`src/rtl/pipe_tracker_if.sv`:
```
// Bundle between fetch/control logic and the instruction-tracking pipeline.
// The master side drives fetch fields and control; the slave side is the tracker itself.
interface pipe_tracker_if #(
   parameter int DATA_W = 8,
   parameter int STAGES = 4,
   parameter int RA_W   = 2
);
   localparam int SW = $clog2(STAGES);

   logic                     in_valid;
   logic [DATA_W-1:0]        in_instr;
   logic [DATA_W-1:0]        in_pc;
   logic                     in_wr;
   logic [RA_W-1:0]          in_dst;
   logic [RA_W-1:0]          in_src1;
   logic [RA_W-1:0]          in_src2;
   logic                     hold;
   logic                     flush;
   logic                     retire_stop;
   logic [STAGES-1:0]        stage_valid;
   logic [STAGES*DATA_W-1:0] stage_instr;
   logic [STAGES*DATA_W-1:0] stage_pc;
   logic [STAGES-1:0]        load_en;
   logic [SW-1:0]            byp1_stage;
   logic [SW-1:0]            byp2_stage;
   logic                     stopped;
   logic [15:0]              cycle_count;
   logic [15:0]              retire_count;
   logic [15:0]              bubble_count;

   modport master (
      output in_valid, in_instr, in_pc, in_wr, in_dst, in_src1, in_src2,
      output hold, flush, retire_stop,
      input  stage_valid, stage_instr, stage_pc, load_en, byp1_stage, byp2_stage,
      input  stopped, cycle_count, retire_count, bubble_count
   );

   modport slave (
      input  in_valid, in_instr, in_pc, in_wr, in_dst, in_src1, in_src2,
      input  hold, flush, retire_stop,
      output stage_valid, stage_instr, stage_pc, load_en, byp1_stage, byp2_stage,
      output stopped, cycle_count, retire_count, bubble_count
   );
endinterface

```
`src/rtl/pipe_tracker.sv`:
```
// Instruction-tracking pipeline: per-stage valid/instr/pc/register metadata with hold,
// branch flush, read-stage forwarding selection and saturating performance counters.
module pipe_tracker #(
   parameter int DATA_W      = 8,
   parameter int STAGES      = 4,
   parameter int RA_W        = 2,
   parameter int FLUSH_DEPTH = 2
) (
   input  logic          clock,
   input  logic          reset,
   pipe_tracker_if.slave bus
);
   localparam int SW = $clog2(STAGES);

   logic [STAGES-1:0]        valid_all;
   logic [STAGES-1:0]        wr_all;
   logic [STAGES*DATA_W-1:0] instr_all;
   logic [STAGES*DATA_W-1:0] pc_all;
   logic [STAGES*RA_W-1:0]   dst_all;
   logic [STAGES*RA_W-1:0]   src1_all;
   logic [STAGES*RA_W-1:0]   src2_all;

   genvar gi;
   generate
      for (gi = 0; gi < STAGES; gi++) begin : g_stage
         // Running flush kills one stage deeper than a held flush, since the
         // stage at FLUSH_DEPTH would otherwise take in a wrong-path instruction.
         localparam bit KILL_RUN  = (gi <= FLUSH_DEPTH);
         localparam bit KILL_HOLD = (gi < FLUSH_DEPTH);

         logic              s_valid, s_wr;
         logic [DATA_W-1:0] s_instr, s_pc;
         logic [RA_W-1:0]   s_dst, s_src1, s_src2;
         logic              valid_q, valid_d, wr_q;
         logic [DATA_W-1:0] instr_q, pc_q;
         logic [RA_W-1:0]   dst_q, src1_q, src2_q;

         if (gi == 0) begin : g_head
            assign s_valid = bus.in_valid;
            assign s_wr    = bus.in_wr;
            assign s_instr = bus.in_instr;
            assign s_pc    = bus.in_pc;
            assign s_dst   = bus.in_dst;
            assign s_src1  = bus.in_src1;
            assign s_src2  = bus.in_src2;
         end else begin : g_body
            assign s_valid = valid_all[gi-1];
            assign s_wr    = wr_all[gi-1];
            assign s_instr = instr_all[(gi-1)*DATA_W +: DATA_W];
            assign s_pc    = pc_all[(gi-1)*DATA_W +: DATA_W];
            assign s_dst   = dst_all[(gi-1)*RA_W +: RA_W];
            assign s_src1  = src1_all[(gi-1)*RA_W +: RA_W];
            assign s_src2  = src2_all[(gi-1)*RA_W +: RA_W];
         end

         always_comb begin
            valid_d = valid_q;
            if (bus.hold) begin
               if (bus.flush && KILL_HOLD) valid_d = 1'b0;
            end else begin
               valid_d = s_valid && !(bus.flush && KILL_RUN);
            end
         end

         always_ff @(posedge clock or posedge reset) begin
            if (reset) begin
               valid_q <= 1'b0;
               wr_q    <= 1'b0;
               instr_q <= '0;
               pc_q    <= '0;
               dst_q   <= '0;
               src1_q  <= '0;
               src2_q  <= '0;
            end else begin
               valid_q <= valid_d;
               if (!bus.hold) begin
                  wr_q    <= s_wr;
                  instr_q <= s_instr;
                  pc_q    <= s_pc;
                  dst_q   <= s_dst;
                  src1_q  <= s_src1;
                  src2_q  <= s_src2;
               end
            end
         end

         assign valid_all[gi]                   = valid_q;
         assign wr_all[gi]                      = wr_q;
         assign instr_all[gi*DATA_W +: DATA_W]  = instr_q;
         assign pc_all[gi*DATA_W +: DATA_W]     = pc_q;
         assign dst_all[gi*RA_W +: RA_W]        = dst_q;
         assign src1_all[gi*RA_W +: RA_W]       = src1_q;
         assign src2_all[gi*RA_W +: RA_W]       = src2_q;
      end
   endgenerate

   // Scan oldest to youngest so the youngest matching producer is left standing.
   logic [SW-1:0] byp1_d, byp2_d;
   always_comb begin
      byp1_d = '0;
      byp2_d = '0;
      if (valid_all[1]) begin
         for (int j = STAGES - 1; j >= 2; j--) begin
            if (valid_all[j] && wr_all[j] && (dst_all[j*RA_W +: RA_W] == src1_all[RA_W +: RA_W]))
               byp1_d = SW'(j);
            if (valid_all[j] && wr_all[j] && (dst_all[j*RA_W +: RA_W] == src2_all[RA_W +: RA_W]))
               byp2_d = SW'(j);
         end
      end
   end

   logic        stopped_q;
   logic [15:0] cycle_q, retire_q, bubble_q;

   always_ff @(posedge clock or posedge reset) begin
      if (reset) begin
         stopped_q <= 1'b0;
         cycle_q   <= '0;
         retire_q  <= '0;
         bubble_q  <= '0;
      end else begin
         if (!stopped_q) begin
            if (cycle_q != 16'hFFFF) cycle_q <= cycle_q + 16'd1;
            if (!bus.hold) begin
               if (valid_all[STAGES-1]) begin
                  if (retire_q != 16'hFFFF) retire_q <= retire_q + 16'd1;
               end else begin
                  if (bubble_q != 16'hFFFF) bubble_q <= bubble_q + 16'd1;
               end
            end
         end
         if (bus.retire_stop) stopped_q <= 1'b1;
      end
   end

   assign bus.stage_valid  = valid_all;
   assign bus.stage_instr  = instr_all;
   assign bus.stage_pc     = pc_all;
   assign bus.load_en      = bus.hold ? '0 : '1;
   assign bus.byp1_stage   = byp1_d;
   assign bus.byp2_stage   = byp2_d;
   assign bus.stopped      = stopped_q;
   assign bus.cycle_count  = cycle_q;
   assign bus.retire_count = retire_q;
   assign bus.bubble_count = bubble_q;
endmodule

```
`src/flat_wrapper.sv`:
```
// flat-port wrapper written by rule: the top's interface ports become plain ports
module pipe_tracker_flat 
#(
   parameter int DATA_W      = 8,
   parameter int STAGES      = 4,
   parameter int RA_W        = 2,
   parameter int FLUSH_DEPTH = 2
)
  (clock, reset, bus_in_valid, bus_in_instr, bus_in_pc, bus_in_wr, bus_in_dst, bus_in_src1, bus_in_src2, bus_hold, bus_flush, bus_retire_stop, bus_stage_valid, bus_stage_instr, bus_stage_pc, bus_load_en, bus_byp1_stage, bus_byp2_stage, bus_stopped, bus_cycle_count, bus_retire_count, bus_bubble_count);
  pipe_tracker_if #(.DATA_W(DATA_W), .STAGES(STAGES), .RA_W(RA_W)) bus_i ();
  input  logic clock;
  input  logic reset;
  input wire logic [$bits(bus_i.in_valid)-1:0] bus_in_valid;
  input wire logic [$bits(bus_i.in_instr)-1:0] bus_in_instr;
  input wire logic [$bits(bus_i.in_pc)-1:0] bus_in_pc;
  input wire logic [$bits(bus_i.in_wr)-1:0] bus_in_wr;
  input wire logic [$bits(bus_i.in_dst)-1:0] bus_in_dst;
  input wire logic [$bits(bus_i.in_src1)-1:0] bus_in_src1;
  input wire logic [$bits(bus_i.in_src2)-1:0] bus_in_src2;
  input wire logic [$bits(bus_i.hold)-1:0] bus_hold;
  input wire logic [$bits(bus_i.flush)-1:0] bus_flush;
  input wire logic [$bits(bus_i.retire_stop)-1:0] bus_retire_stop;
  output wire logic [$bits(bus_i.stage_valid)-1:0] bus_stage_valid;
  output wire logic [$bits(bus_i.stage_instr)-1:0] bus_stage_instr;
  output wire logic [$bits(bus_i.stage_pc)-1:0] bus_stage_pc;
  output wire logic [$bits(bus_i.load_en)-1:0] bus_load_en;
  output wire logic [$bits(bus_i.byp1_stage)-1:0] bus_byp1_stage;
  output wire logic [$bits(bus_i.byp2_stage)-1:0] bus_byp2_stage;
  output wire logic [$bits(bus_i.stopped)-1:0] bus_stopped;
  output wire logic [$bits(bus_i.cycle_count)-1:0] bus_cycle_count;
  output wire logic [$bits(bus_i.retire_count)-1:0] bus_retire_count;
  output wire logic [$bits(bus_i.bubble_count)-1:0] bus_bubble_count;
  assign bus_i.in_valid = bus_in_valid;
  assign bus_i.in_instr = bus_in_instr;
  assign bus_i.in_pc = bus_in_pc;
  assign bus_i.in_wr = bus_in_wr;
  assign bus_i.in_dst = bus_in_dst;
  assign bus_i.in_src1 = bus_in_src1;
  assign bus_i.in_src2 = bus_in_src2;
  assign bus_i.hold = bus_hold;
  assign bus_i.flush = bus_flush;
  assign bus_i.retire_stop = bus_retire_stop;
  assign bus_stage_valid = bus_i.stage_valid;
  assign bus_stage_instr = bus_i.stage_instr;
  assign bus_stage_pc = bus_i.stage_pc;
  assign bus_load_en = bus_i.load_en;
  assign bus_byp1_stage = bus_i.byp1_stage;
  assign bus_byp2_stage = bus_i.byp2_stage;
  assign bus_stopped = bus_i.stopped;
  assign bus_cycle_count = bus_i.cycle_count;
  assign bus_retire_count = bus_i.retire_count;
  assign bus_bubble_count = bus_i.bubble_count;
  pipe_tracker #(.DATA_W(DATA_W), .STAGES(STAGES), .RA_W(RA_W), .FLUSH_DEPTH(FLUSH_DEPTH)) u_core (.clock(clock), .reset(reset), .bus(bus_i));
endmodule
```
`config.mk`:
```
export PLATFORM = sky130hd
export DESIGN_NAME = pipe_tracker_flat
export DESIGN_NICKNAME = d
export VERILOG_FILES = /design/src/rtl/pipe_tracker_if.sv /design/src/rtl/pipe_tracker.sv /design/src/flat_wrapper.sv
export SDC_FILE = /design/constraint.sdc
export NUM_CORES = 1
export LEC_CHECK = 0
export ABC_AREA = 1
export CORE_MARGIN = 4
export CORE_UTILIZATION = 55
export DETAILED_ROUTE_END_ITERATION = 8
export DONT_BUFFER_PORTS = 1
export PLACE_DENSITY = 0.7
export SYNTH_ARGS = -nofsm -noshare
export SYNTH_HDL_FRONTEND = slang
export SYNTH_SLANG_ARGS = --single-unit
```
`constraint.sdc`:
```
create_clock -name clock -period 5.45 [get_ports clock]
set_clock_uncertainty 0.1 [all_clocks]
set_input_delay 0.545 -clock clock [delete_from_list [all_inputs] [get_ports clock]]
set_output_delay 0.545 -clock clock [all_outputs]
set_load 0.01 [all_outputs]
```
==> metrics.md, run 1 <==
| Metric | Value |
|---|---|
| CTS tree | yes |
| Synth top area share | 0.5271 |
| Seq/Total Area, Yosys | 0.5271 |
| Synth warn | 0 |
| CP Capture Type | primary output |
| Area contributors post-synth | dfrtp_1, nand2_1, o21ai_0 |
| Peak supply drop | 0.0002561 V |
| Slew @ Worst Pin | 0.8334 ns |
| Routed vias/inst | 5.210 |
| GPL Wtd Cong | 0.8626 |
| Clock Latency Late Sink | 0.43 ns |
| Root buf cell | clkbuf_16 |
| P_leak | 3.544 nW |
| Drt wl/cell | 14.42 um |
| Routed via count | 5059 |
| Reg2reg setup slack | 3.48 ns |
| Drt initial violations | 342 |
| Detailed Place HPWL | 9.833 mm |
| Type of the worst setup path | reg2out |
| Synth area leader | dfrtp_1 |
| CP required | 4.81 ns |
| Die X | 116.7 um |
| Post-CTS Hold Buffers | 1 |
| PostCTS Resize Cnt | 0 |
| Total Power | 0.002431 W |
| Syn Area/Cell | 7.874 sq um |
| Max Slew Vio Count | 0 |
| Number of placement rows | 39 |
| Crit start category | register |
| Die Y | 116.7 um |
| Post-synth EDFFs | 0 |
| FF+latch count, synth | 137 |
| Worst rel slew slack | 0.4444 |
| Power Dens Cells | 342.7 nW/um^2 |
| Hold_sp | bus_in_pc[2] |
| Fmax | 0.4328 GHz |
| Synth cell count leaders | nand2_1, dfrtp_1, inv_1, o21ai_0, nor2_1 |
| Drc violations | 0 |
| Reg2Reg Depth | 8 |
| RSZ-0062 raised after global routing | false |
| Initial Util | 0.5648 |
| Worst R2R End | u_core.bus.cycle_count[11] |
| Synth Instances | 826 |
| CP Buf/Inv Count | 0 |
| Crit path cell chain | nand2_1 > nor3_1 > nand2_1 > nor2_1 |
| Dominant synthesized flop cell | dfrtp_1 |
| Post-route minimum period | 2.310 ns |
| Tot GR Track Use | 0.2154 |
| Hold depth | 2 |
| First-pass GRT wire length | 23.06 mm |
| Most Frequent Cell on Critical Path | nand2_1 |
| Worst path slowest cell | dfrtp_1 |
| Final Hold Fails | 0 |
| Most frequent cell after synthesis | nand2_1 |
| Setup tns final | 0 ns |
| Num ports | 154 |
| Hold Crit Class | in2reg |
| Post-route ant nets | 0 |
| Core Area | 11520 sq um |
| CTS Buffer Depth | 2 |
| Period utilization | 0.4239 |
| Maximum fanout along the worst path | 5 |
| PortBufs | 0 |
| Netlist cell types | 32 |
| Top delay family on crit path | simple AND/OR/NAND/NOR gates |
| Antenna diodes | 0 |
| Ys async rst share | 1.000 |
| Hold path endpoint | u_core.g_stage[0].pc_q[2] |
| # fillers | 1002 |
| P&R area growth vs syn | 9.080% |
| Post-CTS Repair Setup Buffers | 0 |
| Status | completed |
| H-tree levels | 4 |
| Max cap viols | 0 |
| CP max stage delay | 0.53 ns |
| Largest net degree at the start of global routing | 89 |
| Placed Cells | 939 |
| R2r startpoint | u_core.bus.cycle_count[0] |
| WL final | 14.00 mm |
| Arrival @ worst endpoint | 1.67 ns |
| Synth Cell Area | 6504 sq um |
| CTS Buf Count | 17 |
| Number of global-route vias before repair | 4739 |
| Clock Sinks | 137 |
| Final cell count without fillers | 971 |
| Final global-route overflow total | 0 |
| DIE AREA | 13630 sq um |
| Util after Layout | 0.6160 |
| Worst-path clk slew | 0.06 ns |
| Syn nets | 858 |
| Share of layout cells above drive strength 1 | 0.05676 |
| Final setup violation count | 0 |
| Fin nets | 848 |
| Drt pass-1 iters | 4 |
| Initial antenna violation count | 0 |
## report_power, final
| group | switching, W | total (W) | internal [W] |
|---|---|---|---|
| Combinational | 0.0000766 | 0.000116 | 0.0000398 |
| Sequential | 0.000103 | 0.00120 | 0.00109 |
| Clock | 0.000422 | 0.00112 | 0.000696 |
## cell usage in the layout, fill, tap and decap left out, types with 2 or more instances in the layout
| cell type | synthesis | final |
|---|---|---|
| clkinvlp_4 | 0 | 2 |
| clkinv_2 | 0 | 2 |
| nor2_1 | 48 | 48 |
| clkinv_4 | 0 | 3 |
| bufinv_16 | 0 | 2 |
| nor3_1 | 3 | 3 |
| inv_1 | 76 | 75 |
| nand3b_1 | 14 | 14 |
| buf_4 | 8 | 2 |
| inv_6 | 0 | 2 |
| dfrtp_1 | 137 | 137 |
| clkbuf_16 | 0 | 17 |
| inv_2 | 2 | 2 |
| nand4_1 | 14 | 14 |
| xor2_1 | 6 | 6 |
| a21oi_1 | 2 | 2 |
| nand2_2 | 3 | 3 |
| ha_1 | 3 | 3 |
| nand2_1 | 369 | 369 |
| nand2_4 | 2 | 2 |
| xnor2_1 | 12 | 12 |
| o22ai_1 | 2 | 2 |
| o2111ai_1 | 2 | 2 |
| nand3_1 | 32 | 32 |
| clkbuf_8 | 1 | 2 |
| o21ai_0 | 57 | 57 |
| nor2_4 | 2 | 2 |
| clkbuf_1 | 15 | 2 |
| nor2_2 | 2 | 2 |
## layer usage
| metal | part of all wire | wire [um] | vias to the layer above | global-route usage |
|---|---|---|---|---|
| li1 | - | - | 2541 | - |
| met1 | 0.42 | 5908 | 2372 | 0.2758 |
| met2 | 0.48 | 6755 | 138 | 0.3269 |
| met3 | 0.089 | 1244 | 8 | 0.08187 |
| met4 | 0.0069 | 96 | 0 | 0.09557 |
| met5 | 0 | 0 | - | 0 |
## stage by stage
stage / instance area (sq um) / setup WS (ns) / hold WS, ns
global placement: 6504 / 3.475 / 0.3577
detailed placement: 6504 / 3.461 / 0.3668
finish: 7094 / 3.140 / 0.1298
floorplan: 6504 / 1.137 / 0.3422
global route: 7094 / 3.038 / 0.1264
CTS: 7094 / 3.094 / 0.1116
## area by class of cell
cell class	count	area (sq um)	share of cell area
sequential	137	3428	0.4832
multi-input combinational	578	2580	0.3637
clock buffer	21	460.4	0.06490
inverter	79	301.5	0.04250
tap	143	178.9	0.02522
clock inverter	10	120.1	0.01693
timing repair buffer	3	25.02	0.003527
## logic make-up after synthesis
| kind of cell | synth area share |
|---|---|
| flip-flops | 0.5271 |
| buffers and inverters | 0.07618 |
| AND/OR/NAND/NOR | 0.3149 |
| XOR/XNOR | 0.02424 |
| AO/OA/AOI/OAI | 0.05175 |
| adder cells (fa/ha/maj) | 0.005772 |
## worst max-delay path by stage
stage | startpoint | end | slack (ns) | cells after the start
final | u_core.g_stage[3].valid_q | bus_byp1_stage[0] | 3.14 | 4
after global routing | u_core.g_stage[3].valid_q | bus_byp1_stage[0] | 3.04 | 4
after CTS | u_core.g_stage[3].valid_q | bus_byp1_stage[0] | 3.09 | 4
after detailed placement | bus_hold | bus_load_en[0] | 3.46 | 2
after global placement | bus_hold | bus_load_en[0] | 3.48 | 2
after floorplan | reset | u_core.bus.bubble_count[0] | 1.14 | 1
## sequential cells by signal, summed over array words and instances, names as in the netlist
register,count
u_core.bus.stopped,1
u_core.g_stage.pc_q,32
u_core.bus.bubble_count,16
u_core.g_stage.src1_q,4
u_core.g_stage.src2_q,4
u_core.g_stage.dst_q,8
u_core.g_stage.valid_q,4
u_core.g_stage.wr_q,4
u_core.bus.retire_count,16
u_core.g_stage.instr_q,32
u_core.bus.cycle_count,16
Note: power is estimated with default switching activity, not from simulation.
==> run 2: changes to the inputs <==
--- a/config.mk
+++ b/config.mk
@@ -10,7 +10,7 @@
 export CORE_UTILIZATION = 55
 export DETAILED_ROUTE_END_ITERATION = 8
 export DONT_BUFFER_PORTS = 1
-export PLACE_DENSITY = 0.7
+export PLACE_DENSITY = 0.73
 export SYNTH_ARGS = -nofsm -noshare
 export SYNTH_HDL_FRONTEND = slang
 export SYNTH_SLANG_ARGS = --single-unit
==> constraint.sdc (replaced) <==
create_clock -name clock -period 1.95 [get_ports clock]
set_clock_uncertainty 0.1 [all_clocks]
set_input_delay 0.195 -clock clock [delete_from_list [all_inputs] [get_ports clock]]
set_output_delay 0.195 -clock clock [all_outputs]
set_load 0.01 [all_outputs]
==> metrics.md, run 2 (same netlist as run 1, synthesis figures left out) <==
| Metric | Value |
|---|---|
| PortBufs | 0 (unchanged) |
| Root buf cell | clkbuf_16 (unchanged) |
| Final cell count without fillers | 1048 (was 971) |
| Sw Share | 0.2410 (was 0.2475) |
| Slew @ Worst Pin | 0.6925 ns (was 0.8334 ns) |
| Drc violations | 0 (unchanged) |
| Die Y | 116.7 um (unchanged) |
| WL final | 16.63 mm (was 14.00 mm) |
| Total Power | 0.007447 W (was 0.002431 W) |
| Clock network power share | 0.482 (was 0.460) |
| Routed vias/inst | 5.311 (was 5.210) |
| Worst-path clk slew | 0.06 ns (about the same) |
| Final Hold Fails | 0 (unchanged) |
| Post-CTS Repair Setup Buffers | 0 (unchanged) |
| Routed via count | 5566 (was 5059) |
| Fin nets | 924 (was 848) |
| GPL Wtd Cong | 0.8861 (was 0.8626) |
| Min Hold Slack | 0.03124 ns (was 0.1298 ns) |
| Crit start category | input pin (was register) |
| CP required | 2.20 ns (was 4.81 ns) |
| CTS Buffer Depth | 2 (unchanged) |
| Die X | 116.7 um (unchanged) |
| Max Slew Vio Count | 0 (unchanged) |
| Share of layout cells above drive strength 1 | 0.08840 (was 0.05676) |
| Core Area | 11520 sq um (unchanged) |
| P_leak | 3.978 nW (was 3.544 nW) |
| Fmax | 0.5394 GHz |
| Internal power | 0.005652 W (was 0.001829 W) |
| CTS Buf Count | 17 (unchanged) |
| Num ports | 154 (unchanged) |
| Combinational Power Share | 0.070 (was 0.048) |
| Type of the worst setup path | in2reg (was reg2out) |
| Clock Sinks | 137 (unchanged) |
| Peak supply drop | 0.0007313 V (was 0.0002561 V) |
| Drt initial violations | 423 (was 342) |
| Number of global-route vias before repair | 5646 (was 4739) |
| Final global-route overflow total | 0 (unchanged) |
| H-tree levels | 4 (unchanged) |
| Final setup violation count | 0 (unchanged) |
| Drt pass-1 iters | 5 (was 4) |
| Maximum fanout along the worst path | 3 (was 5) |
| First-pass GRT wire length | 27.20 mm (was 23.06 mm) |
| Drt wl/cell | 15.87 um (was 14.42 um) |
| Max cap viols | 0 (unchanged) |
| Power Dens Cells | 937.7 nW/um^2 (was 342.7 nW/um^2) |
| Post-route minimum period | 1.854 ns |
| Sequential Power Share | 0.448 (was 0.492) |
| Most common cell after layout, fill and taps aside | nand2_1 (unchanged) |
| Most frequent cells in the layout | nand2_1, dfrtp_1, inv_1 (unchanged) |
| P&R area growth vs syn | 22.12% (was 9.080%) |
| Top flop regs | u_core.g_stage.instr_q (32), u_core.g_stage.pc_q (32) (unchanged) |
| Post-route ant nets | 0 (unchanged) |
| Number of placement rows | 39 (unchanged) |
| CTS tree | yes (unchanged) |
| Largest net degree at the start of global routing | 67 (was 89) |
| Detailed Place HPWL | 10.47 mm (was 9.833 mm) |
| Tot GR Track Use | 0.2554 (was 0.2154) |
| Initial Util | 0.5648 (unchanged) |
| Antenna diodes | 0 (unchanged) |
| Initial antenna violation count | 0 (unchanged) |
| Clock Latency Late Sink | 0.42 ns (was 0.43 ns) |
| Switch Pwr | 0.001795 W (was 0.0006017 W) |
| Period utilization | 0.9507 |
| DIE AREA | 13630 sq um (unchanged) |
| RSZ-0062 raised after global routing | false (unchanged) |
| Arrival @ worst endpoint | 2.11 ns (was 1.67 ns) |
| Placed Cells | 967 (was 939) |
| CP Capture Type | register (was primary output) |
| Status | completed (unchanged) |
| Hold Crit Class | in2reg (unchanged) |
| Worst rel slew slack | 0.5373 (was 0.4444) |
==> run 2: changes by cell type in the layout (fill, tap and decap cells not counted), moves of 2 or more <==
cell	previous run	this run
buf_12	0	4
buf_4	2	26
inv_6	2	0
dlygate4sd3_1	1	48
bufinv_16	2	5
==> run 2: cell type report <==
type                    count  area, sq um
clock buffers              21        470.5
clock inverters            11        192.7
fillers                   858         3573
inverters                  79        300.3
multi-input cells         578         2587
flip-flops and latches    137         3430
well taps                 143        178.9
repair buffers             79        783.3
==> run 2: metrics by stage <==
step,util,setup slack (ns),cell area [sq um],setup TNS (ns)
floorplan,-,-0.05213,6507,-7.142
global route,0.6897,0.003411,7943,0
finish,0.6897,0.09616,7943,0
CTS,0.6890,0.05474,7935,0
global placement,0.5872,0.2212,6763,0
detailed placement,0.5872,0.1273,6763,0
==> run 2: path summary, 6_finish.rpt <==
check	end	slack, ns	cells past startpoint	from
worst max-delay path	u_core.g_stage[0].valid_q	0.1	6	bus_flush
worst min-delay path	u_core.bus.bubble_count[15]	0.03	4	bus_hold
worst max register to register	u_core.bus.bubble_count[11]	0.21	6	u_core.bus.bubble_count[1]
worst min register to register	u_core.g_stage[1].src2_q[1]	0.37	2	u_core.g_stage[0].src2_q[1]
max in group asynchronous	u_core.bus.cycle_count[13]	0.81	3	reset
min in group asynchronous	u_core.g_stage[2].instr_q[7]	0.26	2	reset
==> run 2: power groups by stage <==
| stage | Clock (W) | Combinational, W | Sequential (W) |
|---|---|---|---|
| 6_report | 0.00359 | 0.000523 | 0.00333 |
| 3_3_place_gp | 0 | 0.000367 | 0.00337 |
| 4_1_cts | 0.00362 | 0.000511 | 0.00333 |
| 2_1_floorplan | 0 | 0.000305 | 0.00332 |
| 5_1_grt | 0.00377 | 0.000600 | 0.00336 |
| 3_5_place_dp | 0 | 0.000387 | 0.00338 |
==> run 2: layer usage <==
metal	vias to the layer above	wire length, um	track usage
met5	-	0	0
met1	2599	6670	0.3056
met4	0	484	0.1193
met3	49	1244	0.08549
li1	2703	-	-
met2	215	8231	0.4171
==> run 2: repair_timing <==
item / in CTS / in global routing
hold endpoints to repair: 94 / 0
endpoints found under the setup margin: 1 / 14
gates cloned: 0 / 0
resized for setup: 1 / 3
hold buffers: 49 / 0
==> run 2: critical path, stage by stage <==
cell,delay (ns)
dlygate4sd3_1,0.54
inv_1,0.09
nand3_1,0.08
dlygate4sd3_1,0.55
o21ai_0,0.07
dlygate4sd3_1,0.58
==> run 3: changes to the inputs <==
--- a/config.mk
+++ b/config.mk
@@ -10,7 +10,7 @@
 export CORE_UTILIZATION = 55
 export DETAILED_ROUTE_END_ITERATION = 8
 export DONT_BUFFER_PORTS = 1
-export PLACE_DENSITY = 0.73
+export PLACE_DENSITY = 0.7
 export SYNTH_ARGS = -nofsm -noshare
 export SYNTH_HDL_FRONTEND = slang
 export SYNTH_SLANG_ARGS = --single-unit
==> constraint.sdc (replaced) <==
create_clock -name clock -period 2 [get_ports clock]
set_clock_uncertainty 0.1 [all_clocks]
set_input_delay 0.2 -clock clock [delete_from_list [all_inputs] [get_ports clock]]
set_output_delay 0.2 -clock clock [all_outputs]
set_load 0.01 [all_outputs]
==> metrics.md, run 3 (same netlist as run 1, synthesis figures left out) <==
| Metric | Value |
|---|---|
| PortBufs | 0 (unchanged) |
| Crit path cell chain | nand2_1 > nor3_1 > nand2_1 > nor2_1 (was dlygate4sd3_1 > inv_1 > nand3_1 > dlygate4sd3_1 > o21ai_0 > dlygate4sd3_1) |
| Drt pass-1 iters | 5 (unchanged) |
| Clock Sinks | 137 (unchanged) |
| Internal power | 0.005065 W (was 0.005652 W) |
| P&R area growth vs syn | 15.95% (was 22.12%) |
| Period utilization | 0.9539 |
| Peak supply drop | 0.0007859 V (was 0.0007313 V) |
| Util after Layout | 0.6548 (was 0.6897) |
| WL final | 15.48 mm (was 16.63 mm) |
| Number of global-route vias before repair | 5184 (was 5646) |
| CP max stage delay | 0.46 ns (was 0.58 ns) |
| CTS tree | yes (unchanged) |
| Die X | 116.7 um (unchanged) |
| Final global-route overflow total | 0 (unchanged) |
| Slew @ Worst Pin | 0.6952 ns (was 0.6925 ns) |
| Detailed Place HPWL | 10.10 mm (was 10.47 mm) |
| Fin nets | 891 (was 924) |
| P_leak | 3.766 nW (was 3.978 nW) |
| Largest net degree at the start of global routing | 138 (was 67) |
| Worst rel slew slack | 0.5365 (was 0.5373) |
| Crit start category | register (was input pin) |
| Final setup violation count | 0 (unchanged) |
| Num ports | 154 (unchanged) |
| Max cap viols | 0 (unchanged) |
| Setup tns final | 0 ns (unchanged) |
| Post-route ant nets | 0 (unchanged) |
| Clock network power share | 0.452 (was 0.482) |
| GPL Wtd Cong | 0.8700 (was 0.8861) |
| Initial Util | 0.5648 (unchanged) |
| Maximum fanout along the worst path | 5 (was 3) |
| Root buf cell | clkbuf_16 (unchanged) |
| Post-route minimum period | 1.908 ns |
| Die Y | 116.7 um (unchanged) |
| DIE AREA | 13630 sq um (unchanged) |
| CP required | 1.70 ns (was 2.20 ns) |
| Routed vias/inst | 5.291 (was 5.311) |
| Fmax | 0.5242 GHz |
| Most Frequent Cell on Critical Path | nand2_1 (was dlygate4sd3_1) |
| Hold Crit Class | in2reg (unchanged) |
| CP Capture Type | primary output (was register) |
| Initial antenna violation count | 0 (unchanged) |
| Number of placement rows | 39 (unchanged) |
| Core Area | 11520 sq um (unchanged) |
| Worst path slowest cell | dfrtp_2 (was dlygate4sd3_1) |
| Drc violations | 0 (unchanged) |
| Final Hold Fails | 0 (unchanged) |
| Clock Latency Late Sink | 0.42 ns (about the same) |
| Max Slew Vio Count | 0 (unchanged) |
| Status | completed (unchanged) |
| H-tree levels | 4 (unchanged) |
| Most common cell after layout, fill and taps aside | nand2_1 (unchanged) |
| RSZ-0062 raised after global routing | false (unchanged) |
| Antenna diodes | 0 (unchanged) |
| Routed via count | 5365 (was 5566) |
| Drt wl/cell | 15.27 um (was 15.87 um) |
| Most frequent cells in the layout | nand2_1, dfrtp_1, inv_1 (unchanged) |
| Power Dens Cells | 891.5 nW/um^2 (was 937.7 nW/um^2) |
| Share of layout cells above drive strength 1 | 0.07118 (was 0.08840) |
| Drt initial violations | 348 (was 423) |
| Min Hold Slack | 0.03370 ns (was 0.03124 ns) |
| Worst-path clk slew | 0.06 ns (about the same) |
| Switch Pwr | 0.001658 W (was 0.001795 W) |
| Final cell count without fillers | 1014 (was 1048) |
| Type of the worst setup path | reg2out (was in2reg) |
| Sequential Power Share | 0.483 (was 0.448) |
| Placed Cells | 952 (was 967) |
| First-pass GRT wire length | 25.07 mm (was 27.20 mm) |
| Top flop regs | u_core.g_stage.instr_q (32), u_core.g_stage.pc_q (32) (unchanged) |
| CTS Buffer Depth | 2 (unchanged) |
| Sw Share | 0.2466 (was 0.2410) |
| CTS Buf Count | 17 (unchanged) |
| Tot GR Track Use | 0.2326 (was 0.2554) |
| Arrival @ worst endpoint | 1.61 ns (was 2.11 ns) |
| Total Power | 0.006723 W (was 0.007447 W) |
| Combinational Power Share | 0.065 (was 0.070) |
-- run 3: final timing paths --
kind / start / end / slack [ns] / depth (start not counted)
worst min-delay path: bus_hold / u_core.g_stage[3].instr_q[4] / 0.03 / 3
worst max-delay path: u_core.g_stage[3].valid_q / bus_byp1_stage[0] / 0.09 / 4
min in group asynchronous: reset / u_core.g_stage[1].pc_q[0] / 0.39 / 3
max in group asynchronous: reset / u_core.g_stage[3].valid_q / 0.90 / 3
worst min register to register: u_core.g_stage[0].src1_q[0] / u_core.g_stage[1].src1_q[0] / 0.38 / 2
worst max register to register: u_core.bus.retire_count[0] / u_core.bus.retire_count[6] / 0.21 / 9
-- run 3: critical path: cells and delay by family, from the launching register on --
| kind | cells | cell delay (ns) |
|---|---|---|
| DFF | 1 | 0.46 |
| and+or+nand+nor | 4 | 0.73 |
-- run 3: repair_timing --
item / CTS / global route
gates resized for setup: 1 / 1
endpoints found under the hold margin: 206 / 0
hold buffers: 30 / 0
cloned: 0 / 1
buffers inserted: 0 / 0
setup endpoints to repair: 2 / 13
-- run 3: power by group through the flow --
stage	Combinational (W)	Sequential [W]	Clock (W)
2_1_floorplan	0.000297	0.00323	0
3_3_place_gp	0.000340	0.00329	0
3_5_place_dp	0.000360	0.00329	0
4_1_cts	0.000437	0.00325	0.00309
5_1_grt	0.000507	0.00327	0.00321
6_report	0.000436	0.00325	0.00304
-- run 3: metrics by stage --
step,cell area [sq um],worst slack [ns]
global route,7541,0.006726
CTS,7530,0.07717
floorplan,6507,-0.007133
global placement,6638,0.2803
detailed placement,6638,0.1762
finish,7541,0.09218
-- run 3: layout make-up --
type / instances / area [sq um]
clock inverters: 8 / 95.09
multi-input cells: 579 / 2591
flip-flops and latches: 137 / 3430
fillers: 917 / 3975
clock buffers: 23 / 478.0
inverters: 79 / 300.3
well taps: 143 / 178.9
repair buffers: 45 / 467.9
-- run 3: metal layers --
layer	track usage	up-vias	part of all wire
met2	0.3754	173	0.50
met1	0.2887	2545	0.41
met4	0.08792	0	0.015
met3	0.08187	23	0.075
met5	0	-	0
li1	-	2624	-
